File: src/rtl/serial_tx_if.sv
// Handshake and serial-line bundle for the serial_tx block.
// The producer side holds the master modport; the transmitter holds the slave modport.
interface serial_tx_if #(
  parameter int DATA_W = 8
);
  logic [DATA_W-1:0] tx_data;
  logic              tx_valid;
  logic              tx_ready;
  logic              tx_out;
  logic              busy;

  modport master (
    output tx_data,
    output tx_valid,
    input  tx_ready,
    input  tx_out,
    input  busy
  );

  modport slave (
    input  tx_data,
    input  tx_valid,
    output tx_ready,
    output tx_out,
    output busy
  );
endinterface

File: src/rtl/serial_tx.sv
// Serial transmitter: start bit (0), DATA_W data bits LSB first, stop bit (1).
// Each bit lasts CLKS_PER_BIT clocks; all outputs come straight from flops.
module serial_tx #(
  parameter int DATA_W       = 8,
  parameter int CLKS_PER_BIT = 4
) (
  input  logic        clk,
  input  logic        rstb,
  serial_tx_if.slave  tx_if
);

  localparam int CNT_W = $clog2(CLKS_PER_BIT + 1);
  localparam int IDX_W = (DATA_W > 1) ? $clog2(DATA_W) : 1;
  localparam logic [CNT_W-1:0] CNT_LAST = CNT_W'(CLKS_PER_BIT - 1);
  localparam logic [IDX_W-1:0] IDX_LAST = IDX_W'(DATA_W - 1);

  if ((DATA_W < 1) || (DATA_W > 16)) begin : g_bad_data_w
    $error("serial_tx: DATA_W must be in 1..16");
  end
  if ((CLKS_PER_BIT < 1) || (CLKS_PER_BIT > 255)) begin : g_bad_clks
    $error("serial_tx: CLKS_PER_BIT must be in 1..255");
  end

  typedef enum logic [1:0] {
    IDLE  = 2'd0,
    START = 2'd1,
    DATA  = 2'd2,
    STOP  = 2'd3
  } state_t;

  state_t            state_q, state_d;
  logic [CNT_W-1:0]  cnt_q, cnt_d;
  logic [IDX_W-1:0]  bit_q, bit_d;
  logic [DATA_W-1:0] shift_q, shift_d;
  logic              tx_out_q, tx_out_d;
  logic              tx_ready_q, tx_ready_d;
  logic              busy_q, busy_d;

  logic              accept;
  logic              bit_done;
  logic [DATA_W-1:0] shift_next;

  assign accept     = tx_if.tx_valid & tx_ready_q;
  assign bit_done   = (cnt_q == CNT_LAST);
  assign shift_next = shift_q >> 1;

  // The next line level is decided at the same edge the state changes,
  // so tx_out is already correct in the first cycle of every bit.
  always_comb begin
    state_d    = state_q;
    cnt_d      = bit_done ? '0 : cnt_q + 1'b1;
    bit_d      = bit_q;
    shift_d    = shift_q;
    tx_out_d   = tx_out_q;
    tx_ready_d = tx_ready_q;
    busy_d     = busy_q;

    case (state_q)
      IDLE: begin
        cnt_d = '0;
        bit_d = '0;
        if (accept) begin
          shift_d    = tx_if.tx_data;
          state_d    = START;
          tx_out_d   = 1'b0;
          tx_ready_d = 1'b0;
          busy_d     = 1'b1;
        end
      end

      START: begin
        if (bit_done) begin
          state_d  = DATA;
          bit_d    = '0;
          tx_out_d = shift_q[0];
        end
      end

      DATA: begin
        if (bit_done) begin
          if (bit_q == IDX_LAST) begin
            state_d  = STOP;
            tx_out_d = 1'b1;
          end else begin
            bit_d    = bit_q + 1'b1;
            shift_d  = shift_next;
            tx_out_d = shift_next[0];
          end
        end
      end

      STOP: begin
        if (bit_done) begin
          state_d    = IDLE;
          tx_ready_d = 1'b1;
          busy_d     = 1'b0;
          tx_out_d   = 1'b1;
        end
      end

      default: begin
        state_d    = IDLE;
        cnt_d      = '0;
        bit_d      = '0;
        tx_out_d   = 1'b1;
        tx_ready_d = 1'b1;
        busy_d     = 1'b0;
      end
    endcase
  end

  // Synchronous reset wins over acceptance and aborts any frame in flight.
  always_ff @(posedge clk) begin
    if (!rstb) begin
      state_q    <= IDLE;
      cnt_q      <= '0;
      bit_q      <= '0;
      shift_q    <= '0;
      tx_out_q   <= 1'b1;
      tx_ready_q <= 1'b1;
      busy_q     <= 1'b0;
    end else begin
      state_q    <= state_d;
      cnt_q      <= cnt_d;
      bit_q      <= bit_d;
      shift_q    <= shift_d;
      tx_out_q   <= tx_out_d;
      tx_ready_q <= tx_ready_d;
      busy_q     <= busy_d;
    end
  end

  assign tx_if.tx_out   = tx_out_q;
  assign tx_if.tx_ready = tx_ready_q;
  assign tx_if.busy     = busy_q;

endmodule

File: src/flat_wrapper.sv
// flat-port wrapper written by rule: the top's interface ports become plain ports
module serial_tx_flat 
#(
  parameter int DATA_W       = 8,
  parameter int CLKS_PER_BIT = 4
)
  (clk, rstb, tx_if_tx_data, tx_if_tx_valid, tx_if_tx_ready, tx_if_tx_out, tx_if_busy);
  serial_tx_if #(.DATA_W(DATA_W)) tx_if_i ();
  input  logic clk;
  input  logic rstb;
  input wire logic [$bits(tx_if_i.tx_data)-1:0] tx_if_tx_data;
  input wire logic [$bits(tx_if_i.tx_valid)-1:0] tx_if_tx_valid;
  output wire logic [$bits(tx_if_i.tx_ready)-1:0] tx_if_tx_ready;
  output wire logic [$bits(tx_if_i.tx_out)-1:0] tx_if_tx_out;
  output wire logic [$bits(tx_if_i.busy)-1:0] tx_if_busy;
  assign tx_if_i.tx_data = tx_if_tx_data;
  assign tx_if_i.tx_valid = tx_if_tx_valid;
  assign tx_if_tx_ready = tx_if_i.tx_ready;
  assign tx_if_tx_out = tx_if_i.tx_out;
  assign tx_if_busy = tx_if_i.busy;
  serial_tx #(.DATA_W(DATA_W), .CLKS_PER_BIT(CLKS_PER_BIT)) u_core (.clk(clk), .rstb(rstb), .tx_if(tx_if_i));
endmodule
File: config.mk
export PLATFORM = sky130hd
export DESIGN_NAME = serial_tx_flat
export DESIGN_NICKNAME = d
export VERILOG_FILES = /design/src/rtl/serial_tx_if.sv /design/src/rtl/serial_tx.sv /design/src/flat_wrapper.sv
export SDC_FILE = /design/constraint.sdc
export NUM_CORES = 1
export LEC_CHECK = 0
export BUFFER_PORTS_ARGS = -buffer_cell sky130_fd_sc_hd__clkbuf_2
export CELL_PAD_IN_SITES_DETAIL_PLACEMENT = 2
export CELL_PAD_IN_SITES_GLOBAL_PLACEMENT = 2
export CORE_ASPECT_RATIO = 0.8
export CORE_MARGIN = 1.5
export CORE_UTILIZATION = 35
export CTS_CLUSTER_SIZE = 40
export DETAILED_ROUTE_END_ITERATION = 8
export PLACE_DENSITY_LB_ADDON = 0.1
export SLEW_MARGIN = 20
export SYNTH_ARGS = -nofsm -noshare
export SYNTH_HDL_FRONTEND = slang
export SYNTH_SLANG_ARGS = --single-unit
File: constraint.sdc
create_clock -name clk -period 1.8 [get_ports clk]
set_input_delay 0.36 -clock clk [delete_from_list [all_inputs] [get_ports clk]]
set_output_delay 0.36 -clock clk [all_outputs]
set_load 0.005 [all_outputs]
# Yosys cells after proc, flatten, opt, wreduce, memory -nomap -nowiden
# Cells that the tools add are included.
op_classes:
  eq_ne: 11
  n_addsub: 2
  bitwise_logic: 2
  n_mux: 24
  n_reduce_logical: 10
ops:
  columns: ["op", "count"]
  rows:
  - ["$mux W8", 3]
  - ["$pmux W8 S2", 1]
  - ["$reduce_and A4 Y1", 3]
  - ["$mux W2", 5]
  - ["$ne A2 B1 Y1 const B", 5]
  - ["$mux W3", 3]
  - ["$pmux W3 S3", 1]
  - ["$pmux W2 S4", 1]
  - ["$mux W1", 7]
  - ["$add A3 B1 Y3 const B", 2]
  - ["$reduce_and A5 Y1", 1]
  - ["$eq A2 B2 Y1 const B", 2]
  - ["$pmux W1 S2", 2]
  - ["$pmux W1 S4", 1]
  - ["$reduce_bool A2 Y1", 2]
  - ["$eq A3 B2 Y1 const B", 1]
  - ["$eq A3 B3 Y1 const B", 1]
  - ["$reduce_and A3 Y1", 1]
  - ["$reduce_bool A3 Y1", 1]
  - ["$reduce_or A3 Y1", 1]
  - ["$eq A2 B1 Y1 const B", 1]
  - ["$logic_not A2 Y1", 1]
  - ["$ne A2 B2 Y1 const B", 1]
  - ["$and A1 B1 Y1", 1]
  - ["$not A1 Y1", 1]
totals:
  out_inout_bits: 3
  elab_cells: 56
  in_bits: 11
  ff_bits: 19

# Longest topological paths before layout
logic_depth:
  word_depth: 4
  ltp_mapped: 7
  mapped_depth_nobuf: 5

# Least setup slack after synthesis
# No wires, ideal clock.
synth_path:
  path_kind: "register -> register"
  start: "register u_core.state_q[0]"
  end: "register u_core.tx_ready_q (netlist: u_core.tx_if.tx_ready)"
  stages_incl_launch_ff: 6
  setup_ns: 0.122
  synth_period_minus_slack_ns: 1.605
  required_ns: 1.678
  arrival_ns: 1.483
  slack_ns: 0.195
  path_buffers: 0
  cell_sequence: "dfxtp_1 -> inv_1 -> ha_1 -> a21boi_4 -> or3b_1 -> a221o_1"
synth_between:
  elab_chain_cells: 3
  elab_cells_between_ends: 7
  classes_between: "eq/ne (3); mux (1); reduce/logical (3)"
synth_rtl:
  columns: ["element", "line_no", "text"]
  rows:
  - ["from (decl)", "serial_tx.sv:31", "state_t state_q, state_d;"]
  - ["from (signal assigned)", "serial_tx.sv:123", "state_q <= state_d;"]
  - ["$eq A2 B2 Y1 / $logic_not A2 Y1 (equally long branches)", "serial_tx.sv:58", "case (state_q)"]
  - ["$ne A2 B1 Y1 (no source line) / $reduce_bool A2 Y1 (equally long branches)", null, null]
  - ["$reduce_and A3 Y1 (no source line)", null, null]
  - ["to (signal assigned)", "serial_tx.sv:128", "tx_ready_q <= tx_ready_d;"]
  - ["to (decl)", "serial_tx.sv:36", "logic tx_ready_q, tx_ready_d;"]
# Several ways; a longest one is shown, not always the timed one.
# A chain may end at the register's enable or synchronous reset.

# Final worst setup path
layout_path:
  start: "register u_core.state_q[0]"
  end: "register u_core.tx_ready_q (netlist: u_core.tx_if.tx_ready)"
layout_between:
  elab_cells_between_ends: 7
  classes_between: "eq/ne (3); mux (1); reduce/logical (3)"
layout_lines:
  columns: ["element", "line_no"]
  rows:
  - ["$eq A2 B2 Y1 / $logic_not A2 Y1 (equally long branches)", "serial_tx.sv:58"]
  - ["$pmux W1 S2 (*)", "serial_tx.sv:58"]
  - ["named net u_core.tx_ready_d", "serial_tx.sv:36"]
# Mark *: on every way through the listed nets, which the timed path passes. The rest lies on a longest branch.

==> metrics <==
status=complete, no violations; DR DRC count=0; post-layout util=44.6%; Max FO, Critical Path=5; largest stage delay on the critical path=0.38 ns; Critical Path AT=between 1.5 and 2 ns; Initial Util=~37%; Yosys cell types=34; DRT Wirelength=between 2 and 3 mm; final instance area=0.00126 mm^2; Antenna Nets Post-Route=0; CTS root buf=clkbuf_8; initial antenna violation count=0; total power=2.02 mW; worst hold slack=0.432 ns; post-route clock skew=0.00412 ns; number of synthesis warnings=0; row count=17; nets@finish=~140; vias=868; Sequential Power Share=between 30% and 40%; hold_buf cts=0; Final GP Congestion=between 0.7 and 0.8; worst skew pair latency=0.26 ns; sequential area share after synthesis=between 30% and 40%; total track usage=18.7%; Setup Viol. Count Final=0; 1st-iter DRT viols=10; DR WL/cell=between 15 and 20 um; Worst-Margin Slew=~0.45 ns; Final period util=96.6%; max cap viols=0; worst endpoint required time=slightly below 2 ns; Synth Register Bits=19; Gate power share=about half; Slew HR=approximately 70%; CP Cell Sequence=buf_4, ha_1, nor2b_2, or3b_1, a221o_1; total CTS buffers=3; chip width=~65 um; type of origin of the critical path=flop; placed wire-length estimate=between 1.5 and 2 mm; I/O pin count=14; hold crit path type=flop to flop; Peak VDD IR=0.000652 V; Syn Inst Count=between 100 and 150; Area after DPL=0.00117 mm^2; setup_tns=0 ns; Slew Viols, Final=0; RSZ-0062 raised after global routing=true; gr ovfl total=0; Critical-path top delay cell=or3b_1; largest net degree at the start of global routing=20; core box area=0.00283 mm^2; CTS max path bufs=2; PwrDens=1600 mW/mm^2; Switch Pwr=approximately 0.8 mW; routed vias/inst=5.36; Clk pwr share=15.5%; clock sink count=19; crit end category=flop; # diodes=0; Post-Syn Area=between 0.001 and 0.0015 mm^2; fraction of layout cells with a size suffix above 1=a little under a third; Final Critical Period=around 1.7 ns; CTS tree=done; Syn Nets=125; Final Hold Violating Endpoints=0; switch share=roughly two fifths; critical path class=flop to flop; global-route wire length before repair=~4.7 mm; leak pwr=approximately 0.52 nW; Clk pin slew, worst setup/hold paths=0.08 ns; CTS H-Tree Depth=1; Die Area=about 0.0034 mm^2; die height=between 50 and 60 um; drt pass-1 iters=4; synth-to-layout area growth=19.1%; port buffer count=13; Int Pwr=approximately 1.2 mW; vias in the first global route=just over 900; fmax=approximately 570 MHz; syn_area_per_cell=about 10 um^2
## power by group through the flow
stage / sequential [mW] / combinational (mW) / clock, mW
6_report: 0.665 / 1.05 / 0.313
5_1_grt: 0.683 / 1.16 / 0.349
4_1_cts: 0.665 / 1.01 / 0.325
3_5_place_dp: 0.675 / 0.968 / 0
3_3_place_gp: 0.662 / 0.926 / 0
2_1_floorplan: 0.654 / 0.728 / 0
## repair_timing
item	in CTS	in global routing
setup endpoints to repair	5	9
cloned	0	0
setup buffers	1	0
gates resized for setup	5	8
## final timing paths
kind                           from                     to  slack (ns)  depth (start not counted)
setup / recovery  u_core.state_q[0]  u_core.tx_if.tx_ready        0.06                          5
hold / removal      u_core.cnt_q[0]        u_core.cnt_q[0]        0.43                          1
setup reg to reg  u_core.state_q[0]  u_core.tx_if.tx_ready        0.06                          5
hold reg to reg     u_core.cnt_q[0]        u_core.cnt_q[0]        0.43                          1
## worst max-delay path: cells and delay by family (launching register included)
kind	cells	cell delay (ns)
AOI/OAI and AO/OA	1	0.30
adders and majority gates	1	0.27
buffers and inverters	1	0.14
and+or+nand+nor	2	0.61
DFF	1	0.32
## per-layer routing
| layer | track usage (%) | vias to the layer above | share of wire (%) |
|---|---|---|---|
| met5 | 0 | - | 0 |
| met3 | 4.52 | 2 | 3.8 |
| li1 | - | 430 | - |
| met2 | 31.9 | 16 | 48 |
| met4 | 5.32 | 0 | 0.64 |
| met1 | 23.8 | 420 | 48 |
## cell usage in the layout, fill, tap and decap left out, drive strengths merged, types with 2 or more instances in the layout
cell     count
o21ai        3
ha           8
a31o         7
mux2i       12
nand3        3
buf          8
nand2        7
inv          6
dfxtp       19
nand3b       2
a21oi        4
clkbuf      16
a2111oi      8
nor2         4
a21boi       2
## final cells by class
class                   instances  area, um^2
fillers                       307        1570
multi-input cells              74         637
flip-flops and latches         19         382
repair buffers                 21         125
well taps                      38        47.5
clock buffers                   3        41.3
inverters                       6        22.5
clock inverters                 1        7.51
## kinds of logic after synthesis
logic type	after synthesis	synth area share (%)
AO/OA/AOI/OAI	31	24.8
AND/OR/NAND/NOR	23	11.3
flip-flops	19	35.9
buffers and inverters	13	7.20
multiplexers	12	11.3
adder cells (fa/ha/maj)	8	9.45
## flip-flops by register name (all words and copies together) (netlist names)
name and cells:
u_core.tx_if.tx_out 1, u_core.tx_if.busy 1, u_core.cnt_q 3, u_core.state_q 2, u_core.tx_if.tx_ready 1, u_core.bit_q 3, u_core.shift_q 8
## Yosys cell counts
cell type | count | share of area [%]
a2111oi_0 | 7 | 5.8
a2111oi_2 | 1 | 1.4
a211o_1 | 1 | 0.83
a21bo_2 | 1 | 0.94
a21boi_0 | 1 | 0.71
a21boi_4 | 1 | 1.8
a21o_1 | 1 | 0.71
a21oi_1 | 4 | 1.9
a221o_1 | 1 | 0.94
a221oi_1 | 1 | 0.83
a31o_1 | 6 | 5.0
a31o_2 | 1 | 0.83
and3_1 | 1 | 0.59
and4b_1 | 1 | 0.94
buf_2 | 1 | 0.47
buf_4 | 1 | 0.71
buf_6 | 3 | 3.2
clkbuf_1 | 2 | 0.71
dfxtp_1 | 19 | 36
ha_1 | 8 | 9.4
inv_1 | 6 | 2.1
mux2i_1 | 12 | 11
nand2_1 | 7 | 2.5
nand2b_1 | 1 | 0.59
nand3_1 | 3 | 1.4
nand3b_1 | 2 | 1.4
nor2_1 | 4 | 1.4
nor2b_1 | 1 | 0.59
nor3_1 | 1 | 0.47
o21ai_0 | 3 | 1.4
o21ba_2 | 1 | 0.94
o31a_1 | 1 | 0.83
or2_2 | 1 | 0.59
or3b_1 | 1 | 0.83
## per-stage QoR
stage,cells,setup WS (ns)
finish,162,0.0604
detailed placement,157,-0.137
global placement,157,0.0399
CTS,162,0.0110
global route,162,-0.0162
floorplan,106,0.195
(Power assumes the default switching activity.)
